==> config.mk <==
export PLATFORM = sky130hd
export DESIGN_NAME = conv_sequencer
export DESIGN_NICKNAME = d
export VERILOG_FILES = /design/src/rtl/conv_pkg.sv /design/src/rtl/conv_mac.sv /design/src/rtl/conv_sequencer.sv
export SDC_FILE = /design/constraint.sdc
export NUM_CORES = 1
export LEC_CHECK = 0
export ABC_AREA = 1
export BUFFER_PORTS_ARGS = -buffer_cell sky130_fd_sc_hd__buf_2
export CAP_MARGIN = 10
export CORE_AREA = 3 3 120 122
export DETAILED_ROUTE_END_ITERATION = 16
export DIE_AREA = 0 0 123 125
export PLACE_DENSITY_LB_ADDON = 0.12
export SETUP_SLACK_MARGIN = 0.4
export SLEW_MARGIN = 20
export SYNTH_ARGS = -nofsm -noshare
export SYNTH_HDL_FRONTEND = slang
export SYNTH_SLANG_ARGS = --single-unit
export TNS_END_PERCENT = 100
==> constraint.sdc <==
create_clock -name clk -period 4.4 [get_ports clk]
set_input_delay 0.22 -clock clk [delete_from_list [all_inputs] [get_ports clk]]
set_output_delay 0.22 -clock clk [all_outputs]
set_load 0.05 [all_outputs]
==> src/rtl/conv_pkg.sv <==
// Shared types and default sizing for the convolution sequencer.
package conv_pkg;

    localparam int DATA_W_DEF = 8;
    localparam int ACC_W_DEF  = 16;
    localparam int LEN_W_DEF  = 6;
    localparam int MAX_LEN    = 32;

    typedef enum logic [2:0] {
        IDLE,
        CLEAR,
        ISSUE,
        MAC,
        WRITE,
        DONE
    } state_t;

endpackage

==> src/rtl/conv_mac.sv <==
// Unsigned multiply-accumulate with synchronous clear; wraps modulo 2^ACC_W.
module conv_mac
    import conv_pkg::*;
#(
    parameter int DATA_W = DATA_W_DEF,
    parameter int ACC_W  = ACC_W_DEF
) (
    input  logic              clk,
    input  logic              rst_n,
    input  logic              clear,
    input  logic              en,
    input  logic [DATA_W-1:0] a,
    input  logic [DATA_W-1:0] b,
    output logic [ACC_W-1:0]  acc
);

    logic [2*DATA_W-1:0] prod;

    assign prod = a * b;

    always_ff @(posedge clk) begin
        if (!rst_n) begin
            acc <= '0;
        end else if (clear) begin
            acc <= '0;
        end else if (en) begin
            acc <= acc + ACC_W'(prod);
        end
    end

endmodule

==> src/rtl/conv_sequencer.sv <==
// Linear convolution sequencer: walks i over outputs and j over Y taps,
// reading X/Y memories and writing one Z sample per output index.
module conv_sequencer
    import conv_pkg::*;
#(
    parameter int DATA_W = DATA_W_DEF,
    parameter int ACC_W  = ACC_W_DEF,
    parameter int LEN_W  = LEN_W_DEF
) (
    input  logic              clk,
    input  logic              rst_n,
    input  logic              start,
    input  logic [LEN_W-1:0]  size_x,
    input  logic [LEN_W-1:0]  size_y,
    output logic [4:0]        memx_addr,
    input  logic [DATA_W-1:0] memx_data,
    output logic [4:0]        memy_addr,
    input  logic [DATA_W-1:0] memy_data,
    output logic [5:0]        memz_addr,
    output logic [ACC_W-1:0]  memz_data,
    output logic              memz_we,
    output logic              busy,
    output logic              done,
    output logic              err
);

    state_t     state;
    logic [5:0] i;
    logic [5:0] j;
    logic [5:0] sx;
    logic [5:0] sy;
    logic [5:0] nz_last;
    logic [5:0] j_nxt;
    logic [5:0] diff;
    logic [5:0] diff_nxt;
    logic       in_range;
    logic       legal;
    logic       mac_clear;
    logic       mac_en;

    assign j_nxt    = j + 6'd1;
    assign diff     = i - j;
    assign diff_nxt = i - j_nxt;
    // X index i-j must land inside 0..size_x-1 for the tap to count
    assign in_range = (i >= j) && (diff < sx);

    assign legal = (size_x != '0) && (size_y != '0)
                && (size_x <= LEN_W'(MAX_LEN))
                && (size_y <= LEN_W'(MAX_LEN));

    assign mac_clear = (state == CLEAR);
    assign mac_en    = (state == MAC) && in_range;

    conv_mac #(
        .DATA_W(DATA_W),
        .ACC_W (ACC_W)
    ) u_mac (
        .clk  (clk),
        .rst_n(rst_n),
        .clear(mac_clear),
        .en   (mac_en),
        .a    (memx_data),
        .b    (memy_data),
        .acc  (memz_data)
    );

    always_ff @(posedge clk) begin
        if (!rst_n) begin
            state     <= IDLE;
            i         <= '0;
            j         <= '0;
            sx        <= '0;
            sy        <= '0;
            nz_last   <= '0;
            memx_addr <= '0;
            memy_addr <= '0;
            memz_addr <= '0;
            memz_we   <= 1'b0;
            busy      <= 1'b0;
            done      <= 1'b0;
            err       <= 1'b0;
        end else begin
            unique case (state)
                IDLE: begin
                    if (start) begin
                        busy <= 1'b1;
                        if (legal) begin
                            err     <= 1'b0;
                            sx      <= size_x[5:0];
                            sy      <= size_y[5:0];
                            nz_last <= size_x[5:0] + size_y[5:0] - 6'd2;
                            i       <= '0;
                            state   <= CLEAR;
                        end else begin
                            err   <= 1'b1;
                            done  <= 1'b1;
                            state <= DONE;
                        end
                    end
                end
                CLEAR: begin
                    j         <= '0;
                    memx_addr <= i[4:0];
                    memy_addr <= '0;
                    state     <= ISSUE;
                end
                ISSUE: begin
                    state <= MAC;
                end
                MAC: begin
                    j <= j_nxt;
                    if (j_nxt == sy) begin
                        memz_we   <= 1'b1;
                        memz_addr <= i;
                        state     <= WRITE;
                    end else begin
                        memx_addr <= diff_nxt[4:0];
                        memy_addr <= j_nxt[4:0];
                        state     <= ISSUE;
                    end
                end
                WRITE: begin
                    memz_we <= 1'b0;
                    i       <= i + 6'd1;
                    if (i == nz_last) begin
                        done  <= 1'b1;
                        state <= DONE;
                    end else begin
                        state <= CLEAR;
                    end
                end
                DONE: begin
                    done  <= 1'b0;
                    busy  <= 1'b0;
                    state <= IDLE;
                end
                default: begin
                    state <= IDLE;
                end
            endcase
        end
    end

endmodule

# Word level (Yosys, flattened, before mapping)

Index checks and enable logic that the tools add are counted.

Register bits: 69
Bits of input ports: 31
Output and inout bits: 36
Logic and storage cells: 84

Multiplexer cells: 22
Reduce and logical (&&, ||, !) cells: 22
$lt $le $gt $ge: 4
$mul: 1
Bitwise logic cells: 1
Add/subtract/negate cells: 7
Eq/ne operators: 13

Operators with widths:

| kind                                             | count |
|---|---|
| one-hot mux 6 bit (2 select lines)               | 2 |
| one-hot mux 5 bit (2 select lines)               | 2 |
| adder 16 bit                                     | 1 |
| multiplier 8 x 8 -> 16 bit                       | 1 |
| one-hot mux 3 bit (5 select lines)               | 1 |
| adder 6 x 1 -> 6 bit, second input constant      | 2 |
| == test 6 bit                                    | 2 |
| <= comparator 6 bit, second input constant       | 2 |
| 2-to-1 mux 3 bit                                 | 4 |
| 2-to-1 mux 6 bit                                 | 2 |
| nonzero test 6 bit                               | 2 |
| 2-to-1 mux 5 bit                                 | 2 |
| inequality test 2 bit, second input constant     | 5 |
| AND reduction 2 bit                              | 5 |
| nonzero test 2 bit                               | 4 |
| adder 6 bit                                      | 1 |
| == test 3 x 2 -> 1 bit, second input constant    | 2 |
| == test 3 bit, second input constant             | 2 |
| greater-or-equal comparator 6 bit                | 1 |
| < comparator 6 bit                               | 1 |
| 2-to-1 mux 1 bit                                 | 6 |
| AND reduction 3 bit                              | 2 |
| subtractor 6 x 2 -> 6 bit, second input constant | 1 |
| subtractor 6 bit                                 | 1 |
| 11 further kinds                                 | 16 |

# Longest topological paths before layout

Gate-level depths: netlist of run 1.

Depth in word-level cells: 7
Mapped depth: 22
Gate-level depth less buffers: 21

# Modules after synthesis

Synthesis of run 1 repeated with hierarchy kept, for this count alone.

Cell total of the unflattened synthesis: 970
Area, all modules: 6801.5 um2

By module, submodules not included:

| module         | cells an instance | times used | area an instance (um2) | seq. area each (um2) |
|---|---|---|---|---|
| conv_mac       | 501               | 1          | 3404.5                 | 320.3 |
| conv_sequencer | 469               | 1          | 3397.0                 | 1061.0 |

# Least setup slack after synthesis of run 1

OpenSTA, ideal clock, no wires.

Path type: reg-to-reg
Start point: reg u_mac.acc[6]
End point: reg u_mac.acc[11]
Setup slack: 277 ps
Stages on the path, launching flop included: 19
Buffers on the path: 0
Library setup time: 112 ps
Arrival time: 4012 ps
Path through: dfxtp_1 > inv_1 > fa_1 > inv_1 > fa_1 > inv_1 > fa_1 > fa_1 > inv_1 > ha_1 > a21oi_1 > nand2_1 > nand2_1 > nand2_1 > nand2_1 > nand2_1 > xor2_1 > nor2_1 > nor2_1

Cells in the longest elaborated chain, start to end: 1

RTL lines:

| what                     | RTL line       | source |
|---|---|---|
| start: declaration       | conv_mac.sv:14 | `output logic [ACC_W-1:0] acc` |
| start signal: assignment | conv_mac.sv:27 | `acc <= acc + ACC_W'(prod);` |
| adder 16 bit             | conv_mac.sv:27 |  |

No other way between the ends.
A chain may end at the register's enable or synchronous reset.

# Worst setup path after layout of run 1

Start point: reg u_mac.acc[6]
End point: reg u_mac.acc[15]

Same word-level chain as after synthesis.

==> results.toml, run 1 <==
[clock_network]
cts_root_buf = "clkbuf_16"
clk_path_buf_depth = 2
cts_buffers = 9
clock_sinks = 69
clkTransAtPathRegs_ns = 0.06
htreeDepth = 3
cts_tree = "yes"
clk_latency_ns = 0.34

[sta]
rsz0062_at_grt = "yes"
finClkSkew_ns = 0.00776
worst-slew-pin-transition_ns = 0.877
slew_headroom_pct = 41.5
setup-violations-final = 0
fin_crit_sh_pct = 86.7
period_minus_slack_ns = 3.82
tns_ns = 0
fmax_mhz = 262
holdWs_ns = 0.128
finalHoldViolations = 0
drv_slew = 0

[yosys]
syn_inst = 963
ys_ff_latch = 69
yosysSeqAreaShare_pct = 20.6
synth_fp_nets = 1108
postSynthAreaPerCell_sq_um = 6.95
ys_warn_count = 0
synth_cell_types = 37
syn_area_sq_um = 6700

[layout]
drive_gt1_share_pct = 12.8
layout.cells.non_filler = 1193
final_common_cell = "nand2_1"
layout_common_cells = "nand2_1 (236), inv_1 (212), nor2_1 (86)"
nets = 1157
area_delta_synth_final_pct = 11.3
final_design_area_no_fill_sq_um = 7450
n_antenna_cell = 0

[floorplanning]
fp.dieH_um = 125
dieWidth_um = 123
core_sq_um = 13300
ios = 67
die_area_sq_um = 15400
start_util_pct = 50.4
row_count = 42

[pwr]
leakagePower_nw = 4.14
power.density_nw_per_um2 = 366
ir_drop_uv = 285
total_power_w = 0.00273

[worst_setup_path]
cp_data_required_time_ns = 4.63
reg2reg_depth = 17
critPathMaxFanout = 5
endpoint_kind = "register"
start_kind = "register"
worst_ep_arrival_time_ns = 4.05
worstSetupPathType = "reg -> reg"

[detailed_routing]
dr_total_vias = 5699
drtAntennaViolNets = 0
avgRoutedWirePerCell_um = 12.7
firstDrtPassIters = 4
drc = 0
drt_iter0_drc = 215
via_per_inst = 4.78
wirelength_mm = 15.1

[global_routing]
grt_use_total_pct = 20.4
antenna_found_initial = 0
overflow = 0
grt_max_degree = 38
grt_pass1_wl_mm = 25.6
grt_pass1_vias = 5576

[flow_run]
cap_violations = 0

[place]
place_hpwl_mm = 12.1
place_inst = 1175
gp_congestion = 0.859
postPlaceCellArea_sq_um = 7100
port-buffer-count = 66

[worst_hold_path]
holdPathStages = 3
hp-class = "in -> reg"

[outcome]
status = "completed"
[synth_stat cells]
cell	instances	area share, %
nor3_1	4	0.30
inv_1	213	12
nand4_1	19	1.8
nor2_2	2	0.19
clkbuf_1	20	1.1
nand2_1	237	13
buf_4	4	0.45
o211ai_2	1	0.19
inv_2	3	0.17
fa_1	53	16
nand2_2	8	0.75
a21o_1	1	0.11
a21boi_0	2	0.22
nand3_1	43	3.2
a21oi_1	59	4.4
nand3_4	1	0.26
buf_8	1	0.22
buf_1	1	0.056
xnor2_1	10	1.3
nand3_2	6	0.90
a21oi_2	5	0.65
ha_1	61	11
and2_0	1	0.093
nor2_1	86	4.8
o21bai_1	2	0.22
or2_2	2	0.19
xor2_1	17	2.2
o21ai_1	3	0.22
buf_6	2	0.34
a31oi_1	3	0.28
nor2_4	3	0.50
or2_1	1	0.093
nand2_4	1	0.17
o21ai_0	13	0.97
buf_2	5	0.37
nand3b_1	1	0.11
dfxtp_1	69	21
[registers in the layout (all words and copies together) (netlist names)]
name	count
sy	6
u_mac.acc	16
sx	6
done	1
memz_we	1
memy_addr	5
memz_addr	6
nz_last	6
j	6
err	1
i	6
memx_addr	5
busy	1
state	3
[cell families (layout without fill, tap and decap cells)]
logic type / count (synthesis) / in the layout / share of synthesized area, %
fa+ha+maj: 114 / 114 / 27.2
xor+xnor: 27 / 27 / 3.53
buf+inv: 249 / 303 / 14.7
simple gates: 415 / 415 / 26.6
compound gates: 89 / 89 / 7.29
flops: 69 / 69 / 20.6
[layer usage]
| layer | part of all wire [%] | vias up | GRT usage (%) |
|---|---|---|---|
| li1 | - | 3008 | - |
| met1 | 45 | 2602 | 25.7 |
| met2 | 51 | 74 | 36.4 |
| met3 | 2.8 | 15 | 2.12 |
| met4 | 1.4 | 0 | 6.25 |
| met5 | 0 | - | 0 |
[stage by stage]
stage          setup WS, ns  util, %
3_5_place_dp          0.254     53.4
2_1_floorplan         0.414        -
5_1_grt               0.376     56.0
6_report              0.585     56.0
3_3_place_gp          0.260     53.4
4_1_cts               0.401     55.6
[critical path, stage by stage, from the launching register on]
cell,delay (ns)
dfxtp_2,0.34
inv_1,0.08
fa_1,0.54
inv_1,0.05
fa_1,0.51
inv_1,0.06
fa_1,0.46
fa_1,0.50
inv_1,0.07
ha_4,0.24
a21oi_4,0.16
nand2_2,0.10
buf_4,0.14
nand4_1,0.09
nand3_1,0.10
xor2_1,0.15
nor2_1,0.08
nor2_1,0.05
[timing repair]
item                                    CTS  global route
gates resized for setup                   1            13
hold buffers                              0             0
pin swaps                                 1             5
setup buffers                             1             1
endpoints found under the setup margin    3             9
[cell type report]
type | instances | area [sq um]
clock buffer | 11 | 243
clock inverter | 5 | 36.3
fill | 1392 | 5840
inverter | 216 | 811
multi-input combinational | 645 | 4390
sequential | 69 | 1380
tap | 176 | 220
timing repair buffer | 71 | 368
[path summary, 6_finish.rpt]
kind / start / endpoint / slack, ns
max: u_mac.acc[6] / u_mac.acc[15] / 0.58
min: size_x[4] / sx[4] / 0.13
max reg2reg: u_mac.acc[6] / u_mac.acc[15] / 0.58
min reg2reg: done / done / 0.45
[power by group]
part	switching, W	total (W)	internal (W)
registers	0.0000302	0.000701	0.000670
logic	0.000854	0.00134	0.000490
clock network	0.000288	0.000685	0.000397
total	0.00117	0.00273	0.00156
No activity file was read; power rests on OpenSTA's default activity.
==> run 2, diff against run 1 <==
--- a/config.mk
+++ b/config.mk
@@ -6,11 +6,11 @@
 export NUM_CORES = 1
 export LEC_CHECK = 0
 export ABC_AREA = 1
-export BUFFER_PORTS_ARGS = -buffer_cell sky130_fd_sc_hd__buf_2
 export CAP_MARGIN = 10
 export CORE_AREA = 3 3 120 122
 export DETAILED_ROUTE_END_ITERATION = 16
 export DIE_AREA = 0 0 123 125
+export DONT_BUFFER_PORTS = 1
 export PLACE_DENSITY_LB_ADDON = 0.12
 export SETUP_SLACK_MARGIN = 0.4
 export SLEW_MARGIN = 20
==> run 2 against run 1 <==
Net effect: fmax rose by 1.7%; power grew 2.0%; flip-flop and latch count is the same; routed wire length up 3.9%; final cell count down 4.7%; critical path type unchanged.
==> results.toml, run 2 (synthesized netlist as in run 1, its figures left out) <==
[worst_setup_path]
worst_ep_arrival_time_ns = 3.99
cp_data_required_time_ns = 4.63
worstSetupPathType = "reg -> reg"
start_kind = "register"
critPathMaxFanout = 5
reg2reg_setup_slack_ns = 0.65
endpoint_kind = "register"

[clock_network]
clock_sinks = 69
clk_path_buf_depth = 2
cts_setup_buffers = 0
clk_latency_ns = 0.34
cts_tree = "yes"
cts_buffers = 9
cts_root_buf = "clkbuf_16"
clkTransAtPathRegs_ns = 0.06
htreeDepth = 3

[detailed_routing]
drt_iter0_drc = 227
wirelength_mm = 15.7
firstDrtPassIters = 4
via_per_inst = 4.87
drtAntennaViolNets = 0
drc = 0
avgRoutedWirePerCell_um = 13.8
dr_total_vias = 5540

[sta]
finClkSkew_ns = 0.00474
tns_ns = 0
drv_slew = 0
fmax_mhz = 267
finalHoldViolations = 0
period_minus_slack_ns = 3.75
slew_headroom_pct = 39.5
fin_crit_sh_pct = 85.3
rsz0062_at_grt = "no"
worst-slew-pin-transition_ns = 0.904
setup-violations-final = 0

[layout]
drive_gt1_share_pct = 7.28
fillers = 1363
multi_input_area_sq_um = 4370
register_area_sq_um = 1380
largest_reg_flops = 16
area_delta_synth_final_pct = 7.98
final_design_area_no_fill_sq_um = 7230
final_common_cell = "nand2_1"
layout_common_cells = "nand2_1 (236), inv_1 (212), nor2_1 (86)"
regMostFlops = "u_mac.acc"
nets = 1101
n_antenna_cell = 0

[global_routing]
grt_use_total_pct = 21.6
antenna_found_initial = 0
grt_pass1_wl_mm = 26.7
grt_pass1_vias = 5593
overflow = 0
grt_max_degree = 38

[worst_hold_path]
hp-class = "in -> reg"

[pwr]
p_switching_w = 0.00114
power.density_nw_per_um2 = 385
p_seq_share_pct = 27.9
intPower_w = 0.00164
leakagePower_nw = 3.91
sw_frac_of_total_pct = 41.1
ir_drop_uv = 289
pwr-share-comb_pct = 43.6
clkPwrFrac_pct = 28.5

[place]
gp_congestion = 0.900
port-buffer-count = 0
postPlaceCellArea_sq_um = 6840
place_hpwl_mm = 12.5

[floorplanning]
core_sq_um = 13300
dieWidth_um = 123
fp.dieH_um = 125
die_area_sq_um = 15400
start_util_pct = 50.4
row_count = 42
ios = 67

[outcome]
status = "completed"

[flow_run]
cap_violations = 0
## run 2: cell types whose count changed in the layout (fill, tap and decap cells not counted), sizes merged
cell and change:
buf -58, bufinv +2, clkbuf -1, clkinv +1, clkinvlp -2, dlygate4sd3 +2
## run 2: critical path: stages, from the launching register on
cell and delay, ns:
dfxtp_2 0.33, inv_1 0.06, fa_1 0.53, inv_1 0.05, fa_1 0.51, inv_1 0.05
fa_1 0.45, fa_1 0.52, inv_1 0.08, ha_4 0.26, a21oi_2 0.18, nand2_2 0.09
nand2_1 0.06, nand2_1 0.07, nand2_1 0.07, nand2_1 0.06, xor2_1 0.14, nor2_1 0.09
nor2_1 0.05
## run 2: power groups by stage
stage / combinational (W) / sequential (W) / clock (W)
2_1_floorplan: 0.000949 / 0.000789 / 0
3_3_place_gp: 0.00117 / 0.000790 / 0
3_5_place_dp: 0.00117 / 0.000790 / 0
4_1_cts: 0.00118 / 0.000776 / 0.000814
5_1_grt: 0.00143 / 0.000780 / 0.000832
6_report: 0.00121 / 0.000776 / 0.000794
## run 2: per-layer routing
layer,track usage (%),wire [um],vias up
met5,0,0,-
met4,6.84,290,0
met3,3.66,822,27
met2,38.3,7960,97
met1,26.5,6640,2521
li1,-,-,2895
## run 2: per-stage QoR
stage          cells  util [%]  worst slack [ns]  hold slack, ns  total power, W
3_5_place_dp    1119      51.5             0.426           0.349         0.00196
3_3_place_gp    1119      51.5             0.465           0.348         0.00196
6_report        1137      54.4             0.648         0.00613         0.00278
4_1_cts         1137      54.1             0.421         0.00106         0.00277
2_1_floorplan    963         -             0.414           0.355         0.00174
5_1_grt         1137      54.4             0.416         0.00998         0.00304
## run 2: cell type report
| type | count | share of cell area (%) |
|---|---|---|
| Clock inverter | 6 | 1.19 |
| Timing Repair Buffer | 15 | 1.63 |
| Multi-Input combinational cell | 645 | 60.5 |
| Sequential cell | 69 | 19.1 |
| Inverter | 216 | 11.2 |
| Tap cell | 176 | 3.05 |
| Clock buffer | 10 | 3.31 |
## run 2: what timing repair did
item                       in CTS  in global routing
hold endpoints to repair       22                  0
gates resized for setup         0                  9
setup endpoints to repair       0                  9
hold buffers                    2                  0
## run 2: path summary, 6_finish.rpt
check                                  start             to  cells after the start
worst max-delay path            u_mac.acc[6]  u_mac.acc[11]                     18
worst min-delay path                   rst_n     nz_last[3]                      2
worst max register to register  u_mac.acc[6]  u_mac.acc[11]                     18
worst min register to register          j[5]           j[5]                      2
==> run 3, diff against run 2 <==
==> constraint.sdc (replaced) <==
create_clock -name clk -period 4.6 [get_ports clk]
set_input_delay 0.23 -clock clk [delete_from_list [all_inputs] [get_ports clk]]
set_output_delay 0.23 -clock clk [all_outputs]
set_load 0.05 [all_outputs]
==> run 3 against run 2 <==
Net effect: fmax decreased by 4.5%; clock skew increased by 0.0028 ns; combinational power decreased by 8%; worst hold slack improved by 0.0099 ns; core utilization decreased by 0.49 points; final cell count decreased by 0.35%; setup slack improved by 0.023 ns; sequential share of layout area increased by 0.16 points; flip-flop and latch count unchanged; routed wire length decreased by 3.6%; critical endpoint unchanged.
==> results.toml, run 3 (synthesized netlist as in run 1, its figures left out) <==
[global_routing]
use_met3_pct = 3.21
antenna_found_initial = 0
grt.busiest_layer = "met2"
overflow = 0
grt_use_total_pct = 21.0
grt_max_degree = 38
grt_pass1_wl_mm = 26.2
grtUsageMet2_pct = 37.1
grt_pass1_vias = 5658
use_met1_pct = 25.3

[pwr]
p_switching_w = 0.00107
power.density_nw_per_um2 = 366
intPower_w = 0.00156
pwr-share-comb_pct = 42.3
ir_drop_uv = 292
clkPwrFrac_pct = 29.4
sw_frac_of_total_pct = 40.6
p_seq_share_pct = 28.3
leakagePower_nw = 3.89

[clock_network]
clkTransAtPathRegs_ns = 0.06
cts_tree = "yes"
cts_setup_buffers = 0
cts_buffers = 9
htreeDepth = 3
clock_sinks = 69
cts_root_buf = "clkbuf_16"
clk_latency_ns = 0.33
clk_path_buf_depth = 2

[sta]
period_minus_slack_ns = 3.93
tns_ns = 0
holdWs_ns = 0.0161
finClkSkew_ns = 0.00759
fin_crit_sh_pct = 85.4
drv_slew = 0
finalHoldViolations = 0
setup-violations-final = 0
worst_slack_ns = 0.671
slew_headroom_pct = 43.0
rsz0062_at_grt = "no"
fmax_mhz = 255
worst-slew-pin-transition_ns = 0.855

[detailed_routing]
drtAntennaViolNets = 0
drc = 0
dr_total_vias = 5529
via_per_inst = 4.88
avgRoutedWirePerCell_um = 13.4
firstDrtPassIters = 5
drt_iter0_drc = 277
wirelength_mm = 15.1

[worst_hold_path]
hp-class = "in -> reg"

[floorplanning]
die_area_sq_um = 15400
core_sq_um = 13300
dieWidth_um = 123
row_count = 42
start_util_pct = 50.4
fp.dieH_um = 125
ios = 67

[layout]
layout_common_cells = "nand2_1 (237), inv_1 (213), nor2_1 (86)"
n_antenna_cell = 0
area_delta_synth_final_pct = 7.01
final_common_cell = "nand2_1"
post-route-util_pct = 53.9
nets = 1097
regMostFlops = "u_mac.acc"
largest_reg_flops = 16
drive_gt1_share_pct = 6.27

[place]
gp_congestion = 0.892
place_hpwl_mm = 12.2
dp_slack_ns = 0.631
port-buffer-count = 0

[worst_setup_path]
endpoint_kind = "register"
crit_family = "adder cells"
reg2reg_setup_slack_ns = 0.67
cpMaxStageDelayCell = "fa_1"
cp_common_cell = "nand2_1"
critPathMaxFanout = 5
cpPeakStageDelay_ns = 0.56
worstSetupPathType = "reg -> reg"
critical_path_buf_inv_count = 4
worst_ep_arrival_time_ns = 4.15
start_kind = "register"
path_cells = "inv_1, fa_1, inv_1, fa_1, inv_1, fa_1, fa_1, inv_1, ha_1, a21oi_2, nand2_1, nand2_1, nand2_1, nand2_1, nand2_1, xor2_1, nor2_1, nor2_1"
cp_data_required_time_ns = 4.82

[outcome]
status = "completed"

[flow_run]
cap_violations = 0
==> run 3: cell types whose count changed in the layout (fill, tap and decap cells not counted), sizes merged <==
cell | before | now
dlygate4sd3 | 2 | 0
clkbuf | 10 | 11
buf | 13 | 11
inv | 216 | 217
clkinv | 3 | 1
==> run 3: area by class of cell <==
type | instances | area, sq um
Tap cell | 176 | 220
Clock buffer | 11 | 253
Sequential cell | 69 | 1380
Timing Repair Buffer | 11 | 82.6
Inverter | 216 | 811
Multi-Input combinational cell | 645 | 4340
Clock inverter | 5 | 81.3
Fill cell | 1363 | 6130
==> run 3: layer usage <==
layer | up-vias | wire length (um)
met5 | - | 0
met4 | 0 | 453
met3 | 32 | 627
li1 | 2886 | -
met2 | 82 | 7510
met1 | 2529 | 6550
==> run 3: per-stage QoR <==
| step | std cells | instance area, sq um | power, W |
|---|---|---|---|
| finish | 1133 | 7170 | 0.00262 |
| global route | 1133 | 7170 | 0.00287 |
| CTS | 1133 | 7160 | 0.00265 |
| detailed placement | 1117 | 6830 | 0.00186 |
| global placement | 1117 | 6830 | 0.00187 |
| floorplan | 963 | 6700 | 0.00166 |
==> run 3: repair_timing <==
| action | CTS | global route |
|---|---|---|
| gates resized for setup | 0 | 1 |
| setup endpoints to repair | 0 | 1 |
| hold buffers | 0 | 0 |
==> run 3: power by group through the flow <==
stage | logic, W | clock network [W] | registers [W]
after global placement | 0.00111 | 0 | 0.000757
after floorplan | 0.000908 | 0 | 0.000755
after global routing | 0.00131 | 0.000813 | 0.000748
final | 0.00111 | 0.000772 | 0.000743
after CTS | 0.00112 | 0.000789 | 0.000744
after detailed placement | 0.00111 | 0 | 0.000757
==> run 3: worst paths after layout <==
check | start | endpoint | cells past startpoint
max | u_mac.acc[6] | u_mac.acc[11] | 18
min reg2reg | j[5] | j[5] | 2
min | rst_n | sx[4] | 2
max reg2reg | u_mac.acc[6] | u_mac.acc[11] | 18
